<file path="config.mk">
export PLATFORM = sky130hd
export DESIGN_NAME = key_event_queue_flat
export DESIGN_NICKNAME = d
export VERILOG_FILES = /design/src/rtl/key_evt_pkg.sv /design/src/rtl/key_event_queue_if.sv /design/src/rtl/key_evt_fifo.sv /design/src/rtl/key_event_queue.sv /design/src/flat_wrapper.sv
export SDC_FILE = /design/constraint.sdc
export NUM_CORES = 1
export LEC_CHECK = 0
export CAP_MARGIN = 20
export CORE_MARGIN = 4
export CORE_UTILIZATION = 60
export DETAILED_ROUTE_END_ITERATION = 8
export PLACE_DENSITY_LB_ADDON = 0.3
export SYNTH_ARGS = -nofsm -noshare
export SYNTH_HDL_FRONTEND = slang
export SYNTH_HIERARCHICAL = 1
export SYNTH_SLANG_ARGS = --single-unit
</file>
<file path="constraint.sdc">
create_clock -name clk -period 3.2 [get_ports clk]
set_input_delay 0.96 -clock clk [delete_from_list [all_inputs] [get_ports clk]]
set_output_delay 0.96 -clock clk [all_outputs]
set_load 0.005 [all_outputs]
</file>
<file path="src/rtl/key_evt_pkg.sv">
// Shared definitions for the key event queue: key codes, the S-key hold
// state machine encoding and the pending-slot to code mapping.
package key_evt_pkg;

  localparam int KEY_CODE_W = 3;

  typedef logic [KEY_CODE_W-1:0] key_code_t;

  // Codes 0 and 7 are reserved and never emitted
  localparam key_code_t KEY_A       = 3'd1;
  localparam key_code_t KEY_S_SHORT = 3'd2;
  localparam key_code_t KEY_S_LONG  = 3'd3;
  localparam key_code_t KEY_W       = 3'd4;
  localparam key_code_t KEY_X       = 3'd5;
  localparam key_code_t KEY_D       = 3'd6;

  // Number of pending slots; slot i holds the event whose code is i+1,
  // so a lower slot index means a higher arbitration priority
  localparam int NUM_KEYS = 6;

  typedef enum logic [1:0] {
    S_IDLE   = 2'd0,
    S_HOLD   = 2'd1,
    S_LONGED = 2'd2
  } s_state_e;

  // Map a pending-slot index to the code pushed into the FIFO
  function automatic key_code_t slot_to_code(input logic [2:0] slot);
    key_code_t code;
    case (slot)
      3'd0:    code = KEY_A;
      3'd1:    code = KEY_S_SHORT;
      3'd2:    code = KEY_S_LONG;
      3'd3:    code = KEY_W;
      3'd4:    code = KEY_X;
      3'd5:    code = KEY_D;
      default: code = '0;
    endcase
    return code;
  endfunction

endpackage

</file>
<file path="src/rtl/key_event_queue_if.sv">
// Valid/ready event channel between the key event queue (master) and the
// control FSM that consumes key codes (slave).
interface key_event_queue_if #(
  parameter int DEPTH = 4
);
  import key_evt_pkg::*;

  logic                         evt_valid;
  logic                         evt_ready;
  logic [KEY_CODE_W-1:0]        evt_code;
  logic [$clog2(DEPTH+1)-1:0]   evt_count;

  modport master (
    output evt_valid,
    output evt_code,
    output evt_count,
    input  evt_ready
  );

  modport slave (
    input  evt_valid,
    input  evt_code,
    input  evt_count,
    output evt_ready
  );

endinterface

</file>
<file path="src/rtl/key_evt_fifo.sv">
// Small synchronous FIFO with a registered head word and registered
// occupancy. A push into a full FIFO is accepted only when a pop happens in
// the same cycle; a pop from an empty FIFO is ignored.
module key_evt_fifo #(
  parameter int DEPTH = 4,
  parameter int WIDTH = 3
) (
  input  logic                       clk,
  input  logic                       rst_n,
  input  logic                       push,
  input  logic [WIDTH-1:0]           din,
  input  logic                       pop,
  output logic [WIDTH-1:0]           dout,
  output logic [$clog2(DEPTH+1)-1:0] count,
  output logic                       full,
  output logic                       empty
);

  localparam int PTR_W = $clog2(DEPTH);
  localparam int OCC_W = $clog2(DEPTH+1);

  logic [WIDTH-1:0] mem [DEPTH];
  logic [PTR_W-1:0] wr_ptr_q, rd_ptr_q, rd_ptr_d;
  logic [OCC_W-1:0] count_q, count_d;
  logic [WIDTH-1:0] dout_q, dout_d;
  logic             push_ok, pop_ok;

  assign empty   = (count_q == '0);
  assign full    = (count_q == OCC_W'(DEPTH));
  assign pop_ok  = pop & ~empty;
  assign push_ok = push & (~full | pop_ok);

  assign dout  = dout_q;
  assign count = count_q;

  // Next occupancy, read pointer and head word; a push that lands on an
  // empty (or draining-to-empty) FIFO goes straight to the head register
  always_comb begin
    count_d = count_q;
    if (push_ok && !pop_ok) begin
      count_d = count_q + OCC_W'(1);
    end else if (!push_ok && pop_ok) begin
      count_d = count_q - OCC_W'(1);
    end

    rd_ptr_d = pop_ok ? rd_ptr_q + PTR_W'(1) : rd_ptr_q;

    dout_d = dout_q;
    if (push_ok && (empty || (pop_ok && count_q == OCC_W'(1)))) begin
      dout_d = din;
    end else if (count_d != '0) begin
      dout_d = mem[rd_ptr_d];
    end
  end

  // Storage array; data words need no reset since occupancy guards them
  always_ff @(posedge clk) begin
    if (push_ok) begin
      mem[wr_ptr_q] <= din;
    end
  end

  // Pointers, occupancy and head register; pointers wrap modulo DEPTH
  always_ff @(posedge clk or negedge rst_n) begin
    if (!rst_n) begin
      wr_ptr_q <= '0;
      rd_ptr_q <= '0;
      count_q  <= '0;
      dout_q   <= '0;
    end else begin
      if (push_ok) begin
        wr_ptr_q <= wr_ptr_q + PTR_W'(1);
      end
      rd_ptr_q <= rd_ptr_d;
      count_q  <= count_d;
      dout_q   <= dout_d;
    end
  end

endmodule

</file>
<file path="src/rtl/key_event_queue.sv">
// Turns the per-key pulses from the button edge detector into one-cycle
// events, classifies S presses as short or long, and queues the resulting
// key codes for the control FSM over a valid/ready channel.
module key_event_queue
  import key_evt_pkg::*;
#(
  parameter int DEPTH       = 4,
  parameter int LONG_CYCLES = 100_000_000,
  parameter int CNT_W       = 27
) (
  input  logic clk,
  input  logic buttom_rst,
  input  logic sign_pos_A,
  input  logic sign_pos_S,
  input  logic sign_neg_S,
  input  logic sign_pos_W,
  input  logic sign_pos_X,
  input  logic sign_pos_D,
  input  logic clr_overflow,
  output logic overflow,
  key_event_queue_if.master evt_if
);

  // Counter value at which the press becomes long, and the value just before
  localparam logic [CNT_W-1:0] LONG_LAST = CNT_W'(LONG_CYCLES - 1);
  localparam logic [CNT_W-1:0] LONG_PRE  = CNT_W'(LONG_CYCLES - 2);

  // Raw input bits: {D, X, W, neg_S, pos_S, A}
  logic [5:0] raw_in, prev_q, edges;
  logic       edge_a, edge_pos_s, edge_neg_s, edge_w, edge_x, edge_d;

  s_state_e         s_state_q, s_state_d;
  logic [CNT_W-1:0] hold_cnt_q, hold_cnt_d;
  logic             short_set, long_set;

  logic [NUM_KEYS-1:0] key_evt, pend_q, pend_d, grant;
  logic [2:0]          sel_slot;
  logic                lost;

  logic                       fifo_push, fifo_full, fifo_empty, pop_now;
  key_code_t                  push_code, fifo_dout;
  logic [$clog2(DEPTH+1)-1:0] fifo_count;

  assign raw_in = {sign_pos_D, sign_pos_X, sign_pos_W,
                   sign_neg_S, sign_pos_S, sign_pos_A};
  assign edges  = raw_in & ~prev_q;

  assign edge_a     = edges[0];
  assign edge_pos_s = edges[1];
  assign edge_neg_s = edges[2];
  assign edge_w     = edges[3];
  assign edge_x     = edges[4];
  assign edge_d     = edges[5];

  // Input history; resets high so a key already held at reset release is not an event
  always_ff @(posedge clk or negedge buttom_rst) begin
    if (!buttom_rst) begin
      prev_q <= '1;
    end else begin
      prev_q <= raw_in;
    end
  end

  // S hold FSM: times the press and decides short vs long; long fires without waiting for release
  always_comb begin
    s_state_d  = s_state_q;
    hold_cnt_d = hold_cnt_q;
    short_set  = 1'b0;
    long_set   = 1'b0;
    case (s_state_q)
      S_IDLE: begin
        if (edge_pos_s) begin
          s_state_d  = S_HOLD;
          hold_cnt_d = '0;
        end
      end
      S_HOLD: begin
        if (hold_cnt_q >= LONG_PRE) begin
          long_set   = 1'b1;
          s_state_d  = S_LONGED;
          hold_cnt_d = LONG_LAST;
        end else if (edge_neg_s) begin
          short_set = 1'b1;
          s_state_d = S_IDLE;
        end else begin
          hold_cnt_d = hold_cnt_q + CNT_W'(1);
        end
      end
      S_LONGED: begin
        if (edge_neg_s) begin
          s_state_d = S_IDLE;
        end
      end
      default: begin
        s_state_d  = S_IDLE;
        hold_cnt_d = '0;
      end
    endcase
  end

  // S FSM state and hold counter registers
  always_ff @(posedge clk or negedge buttom_rst) begin
    if (!buttom_rst) begin
      s_state_q  <= S_IDLE;
      hold_cnt_q <= '0;
    end else begin
      s_state_q  <= s_state_d;
      hold_cnt_q <= hold_cnt_d;
    end
  end

  // One event bit per code slot, slot order matches arbitration priority
  assign key_evt = {edge_d, edge_x, edge_w, long_set, short_set, edge_a};

  assign pop_now = evt_if.evt_valid & evt_if.evt_ready;

  // Arbiter: push the highest-priority pending code when the FIFO can take it
  always_comb begin
    sel_slot  = '0;
    grant     = '0;
    fifo_push = 1'b0;
    for (int i = NUM_KEYS - 1; i >= 0; i--) begin
      if (pend_q[i]) begin
        sel_slot = 3'(i);
      end
    end
    if ((|pend_q) && (!fifo_full || pop_now)) begin
      fifo_push       = 1'b1;
      grant[sel_slot] = 1'b1;
    end
    push_code = slot_to_code(sel_slot);
    lost      = |(key_evt & pend_q);
    pend_d    = (pend_q & ~grant) | (key_evt & ~pend_q);
  end

  // Pending bits; a repeat edge on a still-pending slot is dropped
  always_ff @(posedge clk or negedge buttom_rst) begin
    if (!buttom_rst) begin
      pend_q <= '0;
    end else begin
      pend_q <= pend_d;
    end
  end

  // Sticky overflow; a new loss outranks a clear in the same cycle
  always_ff @(posedge clk or negedge buttom_rst) begin
    if (!buttom_rst) begin
      overflow <= 1'b0;
    end else if (lost) begin
      overflow <= 1'b1;
    end else if (clr_overflow) begin
      overflow <= 1'b0;
    end
  end

  key_evt_fifo #(
    .DEPTH (DEPTH),
    .WIDTH (KEY_CODE_W)
  ) u_fifo (
    .clk   (clk),
    .rst_n (buttom_rst),
    .push  (fifo_push),
    .din   (push_code),
    .pop   (evt_if.evt_ready),
    .dout  (fifo_dout),
    .count (fifo_count),
    .full  (fifo_full),
    .empty (fifo_empty)
  );

  assign evt_if.evt_valid = ~fifo_empty;
  assign evt_if.evt_code  = fifo_dout;
  assign evt_if.evt_count = fifo_count;

endmodule

</file>
<file path="src/flat_wrapper.sv">
// flat-port wrapper written by rule: the top's interface ports become plain ports
module key_event_queue_flat import key_evt_pkg::*;
#(
  parameter int DEPTH       = 4,
  parameter int LONG_CYCLES = 100_000_000,
  parameter int CNT_W       = 27
)
  (clk, buttom_rst, sign_pos_A, sign_pos_S, sign_neg_S, sign_pos_W, sign_pos_X, sign_pos_D, clr_overflow, overflow, evt_if_evt_valid, evt_if_evt_code, evt_if_evt_count, evt_if_evt_ready);
  key_event_queue_if #(.DEPTH(DEPTH)) evt_if_i ();
  input  logic clk;
  input  logic buttom_rst;
  input  logic sign_pos_A;
  input  logic sign_pos_S;
  input  logic sign_neg_S;
  input  logic sign_pos_W;
  input  logic sign_pos_X;
  input  logic sign_pos_D;
  input  logic clr_overflow;
  output logic overflow;
  output wire logic [$bits(evt_if_i.evt_valid)-1:0] evt_if_evt_valid;
  output wire logic [$bits(evt_if_i.evt_code)-1:0] evt_if_evt_code;
  output wire logic [$bits(evt_if_i.evt_count)-1:0] evt_if_evt_count;
  input wire logic [$bits(evt_if_i.evt_ready)-1:0] evt_if_evt_ready;
  assign evt_if_evt_valid = evt_if_i.evt_valid;
  assign evt_if_evt_code = evt_if_i.evt_code;
  assign evt_if_evt_count = evt_if_i.evt_count;
  assign evt_if_i.evt_ready = evt_if_evt_ready;
  key_event_queue #(.DEPTH(DEPTH), .LONG_CYCLES(LONG_CYCLES), .CNT_W(CNT_W)) u_core (.clk(clk), .buttom_rst(buttom_rst), .sign_pos_A(sign_pos_A), .sign_pos_S(sign_pos_S), .sign_neg_S(sign_neg_S), .sign_pos_W(sign_pos_W), .sign_pos_X(sign_pos_X), .sign_pos_D(sign_pos_D), .clr_overflow(clr_overflow), .overflow(overflow), .evt_if(evt_if_i));
endmodule
</file>
==> impl_results.md <==
* Fin. Hold Viols at 0
* Antenna cells at 0
* Setup Buffers After CTS at 0
* Die area at about 7400 um2
* Post-synth top area share at 0.314
* I/O pin cnt at 18
* Fmax at about 340 MHz
* Design Power at between 3 and 4 mW
* Crit path max-delay family: compound AO/OA/AOI/OAI gates
* Vias in the first global route at about 3000
* Run status: completed
* Commonest non-fill, non-tap cells in the layout: dfrtp_1, o21ai_0, nand2_1
* Clock tree buffer depth at 2
* DR vias at 3087
* R2r startpoint: u_core/u_fifo/count[1]$_DFF_PN0_
* RR Endpoint: u_core/u_fifo/dout[1]$_DFFE_PN0P_
* Clk_lat worst skew at ~340 ps
* Critical path type: register to register
* WP buf/inv at 4
* Die H at ~86 um
* Initial antenna violation count at 0
* Routed wire length at between 8000 and 9000 um
* Port Buffers at 17
* Placer Congestion at a little over 0.8
* Final Max Slew Viols at 0
* Clk slew on worst S/H paths at around 80 ps
* Area growth syn-to-layout at 12.7%
* Final setup fails at 0
* Yosys cell types at 64
* Crit. End Element: register
* Iter 0 DRT Violations at 175
* Pwr/cell area at between 800 and 900 nW/um2
* WP data required at 3410 ps
* Dominant synthesized flop cell: dfrtp_1
* Synth area leaders: dfrtp_1, edfxtp_1, o21ai_0, dfstp_2, ha_1
* Setup TNS at 0 ps
* TritonCTS clock tree: done
* Antenna-violating nets left at 0
* # H-tree levels at 3
* Tightest Pin Transition at approximately 850 ps
* R2r worst-path depth at 13
* Die Wd at between 80 and 90 um
* Share of layout cells above drive strength 1 at 0.134
* First-pass GRT wire length at 13600 um
* Net Count, Synth at between 400 and 500
* RSZ-0062 raised after global routing: false
* Register-to-register setup slack at roughly 220 ps
* Overall global routing resource usage at 0.233
* First-pass DRT Iterations at 4
* Post-synth EDFFs at 12
* Crit path top cell by count: inv_1
* Vias per cell at around 6.3
* Final net count at roughly 430
* Part of the Yosys area used for sequential elements at 0.456
* Worst Setup Start Kind: register
* Setup crit start: u_core/u_fifo/count[1]$_DFF_PN0_
* Post-synth top area cell: dfrtp_1
* Commonest non-fill, non-tap cell in the layout: dfrtp_1
* Fin crit share at 0.931
* Initial Utilization at 0.619
* Per-cell routed wire length at roughly 16 um
* Clk sinks at 64
* Worst Path Max Fanout at 17
* Ys Warns at 6
* Root Buffer: clkbuf_8
* Final HPWL from detailed placement at around 5600 um
* Gr ovfl total at 0
* FF+latch count, synth at 64
* Hold_buf cts at 0
* Max-cap viol count at 0
* Crit path to: u_core/u_fifo/dout[1]$_DFFE_PN0P_
* CP max stage delay at between 400 and 500 ps
* Post_cts resized at 0
* Layout Skew at 14.2 ps
* Asr flop ratio synth at 0.813
* Drc violations at 0
* Core area at a little under 6000 um2
* Syn avg cell area at approximately 9.4 um2
* Critical path arrival at ~3200 ps
* Final Critical Period at 2980 ps
* Crit path max-delay cell type: dfrtp_1
* Mapped Cells at around 390
* VDD IR-drop max at ~0.00052 V
* Relative slew slack at 0.432
* CTS Buf Count at 9
* Mapped cell area at about 3700 um2
* FP Rows at 28
* Hold crit path type: register to register
* CP cell instances: inv_1 > ha_1 > nand2b_2 > inv_2 > inv_1 > a21boi_1 > a21oi_1 > buf_4 > nand3b_1 > o22ai_1 > and4b_4 > and3_4 > o41ai_1
* Largest net degree at the start of global routing at 39
* Lkg Pwr at ~1.7 nW
* Worst path depth at 13
## metal layers
| metal | global-route usage | wire length (um) |
|---|---|---|
| met5 | 0 | 0 |
| met4 | 0.117 | 131 |
| met3 | 0.0336 | 370 |
| met2 | 0.381 | 3980 |
| met1 | 0.303 | 3620 |
## final cells by class
type | count | area, um2
Clock inverter | 6 | 60.1
Multi-Input combinational cell | 284 | 1810
Sequential cell | 64 | 1670
Inverter | 19 | 71.3
Timing Repair Buffer | 34 | 293
Clock buffer | 10 | 128
Tap cell | 75 | 93.8
Fill cell | 447 | 1790
## flip-flops by register name, summed over array words and instances (netlist names)
register and cells:
u_core/s_state_q 2, u_core/hold_cnt_q 27, u_core/overflow 1, u_core/pend_q 6, u_core/prev_q 6, u_core/u_fifo/mem 12, u_core/u_fifo/dout 3, u_core/u_fifo/count 3
u_core/u_fifo/rd_ptr_q 2, u_core/u_fifo/wr_ptr_q 2
## Yosys cell counts, types with 2 or more instances
library cell and number:
a211oi_1 6, a21boi_1 2, a21o_1 3, a21oi_1 15, a22o_1 10, a31oi_1 19
a41oi_1 3, and2_1 4, and3_1 8, buf_2 7, buf_6 3, clkbuf_1 11
dfrtp_1 46, dfstp_2 6, edfxtp_1 12, ha_1 10, inv_1 18, nand2_1 28
nand2b_1 12, nand3_1 14, nand3b_1 4, nand4_1 9, nor2_1 27, nor2b_1 4
nor3_1 10, nor4_1 3, nor4_2 2, o21a_1 4, o21ai_0 38, o221ai_1 2
o311ai_0 3, o31ai_1 4, o41ai_1 3, or2_1 2, or3_1 5, xnor2_1 4
## worst min-delay path by stage
stage | cells after the start | start | endpoint
6_report | 1 | u_core/pend_q[4]$_DFF_PN0_ | u_core/pend_q[4]$_DFF_PN0_
5_1_grt | 1 | u_core/pend_q[4]$_DFF_PN0_ | u_core/pend_q[4]$_DFF_PN0_
4_1_cts | 1 | u_core/pend_q[4]$_DFF_PN0_ | u_core/pend_q[4]$_DFF_PN0_
3_5_place_dp | 1 | u_core/pend_q[4]$_DFF_PN0_ | u_core/pend_q[4]$_DFF_PN0_
3_3_place_gp | 1 | u_core/pend_q[4]$_DFF_PN0_ | u_core/pend_q[4]$_DFF_PN0_
2_1_floorplan | 1 | u_core/s_state_q[1]$_DFFE_PN0P_ | u_core/s_state_q[0]$_DFFE_PN0P_
## power by group
part | internal [mW] | leakage [nW] | switching, mW
Sequential | 1.08 | 0.783 | 0.165
Combinational | 0.658 | 0.805 | 0.752
Clock | 0.356 | 0.0920 | 0.316
## logic make-up (layout without fill, tap and decap cells)
kind of cell | count (synthesis) | in the layout | synth area share
flip-flops | 64 | 64 | 0.456
adder cells (fa/ha/maj) | 11 | 11 | 0.0372
XOR/XNOR | 4 | 4 | 0.00957
AO/OA/AOI/OAI | 125 | 125 | 0.228
buffers and inverters | 41 | 69 | 0.0516
AND/OR/NAND/NOR | 144 | 144 | 0.218
## metrics by stage
step	setup slack (ps)	std cells	util	hold slack (ps)	area, um2
after CTS	243	492	0.697	527	4130
after floorplan	351	389	-	477	3660
after global placement	150	476	0.665	507	3940
final	222	492	0.697	530	4130
after global routing	4.42	492	0.697	542	4130
after detailed placement	21.0	476	0.665	514	3940
Power figures use the tool's default switching activity.
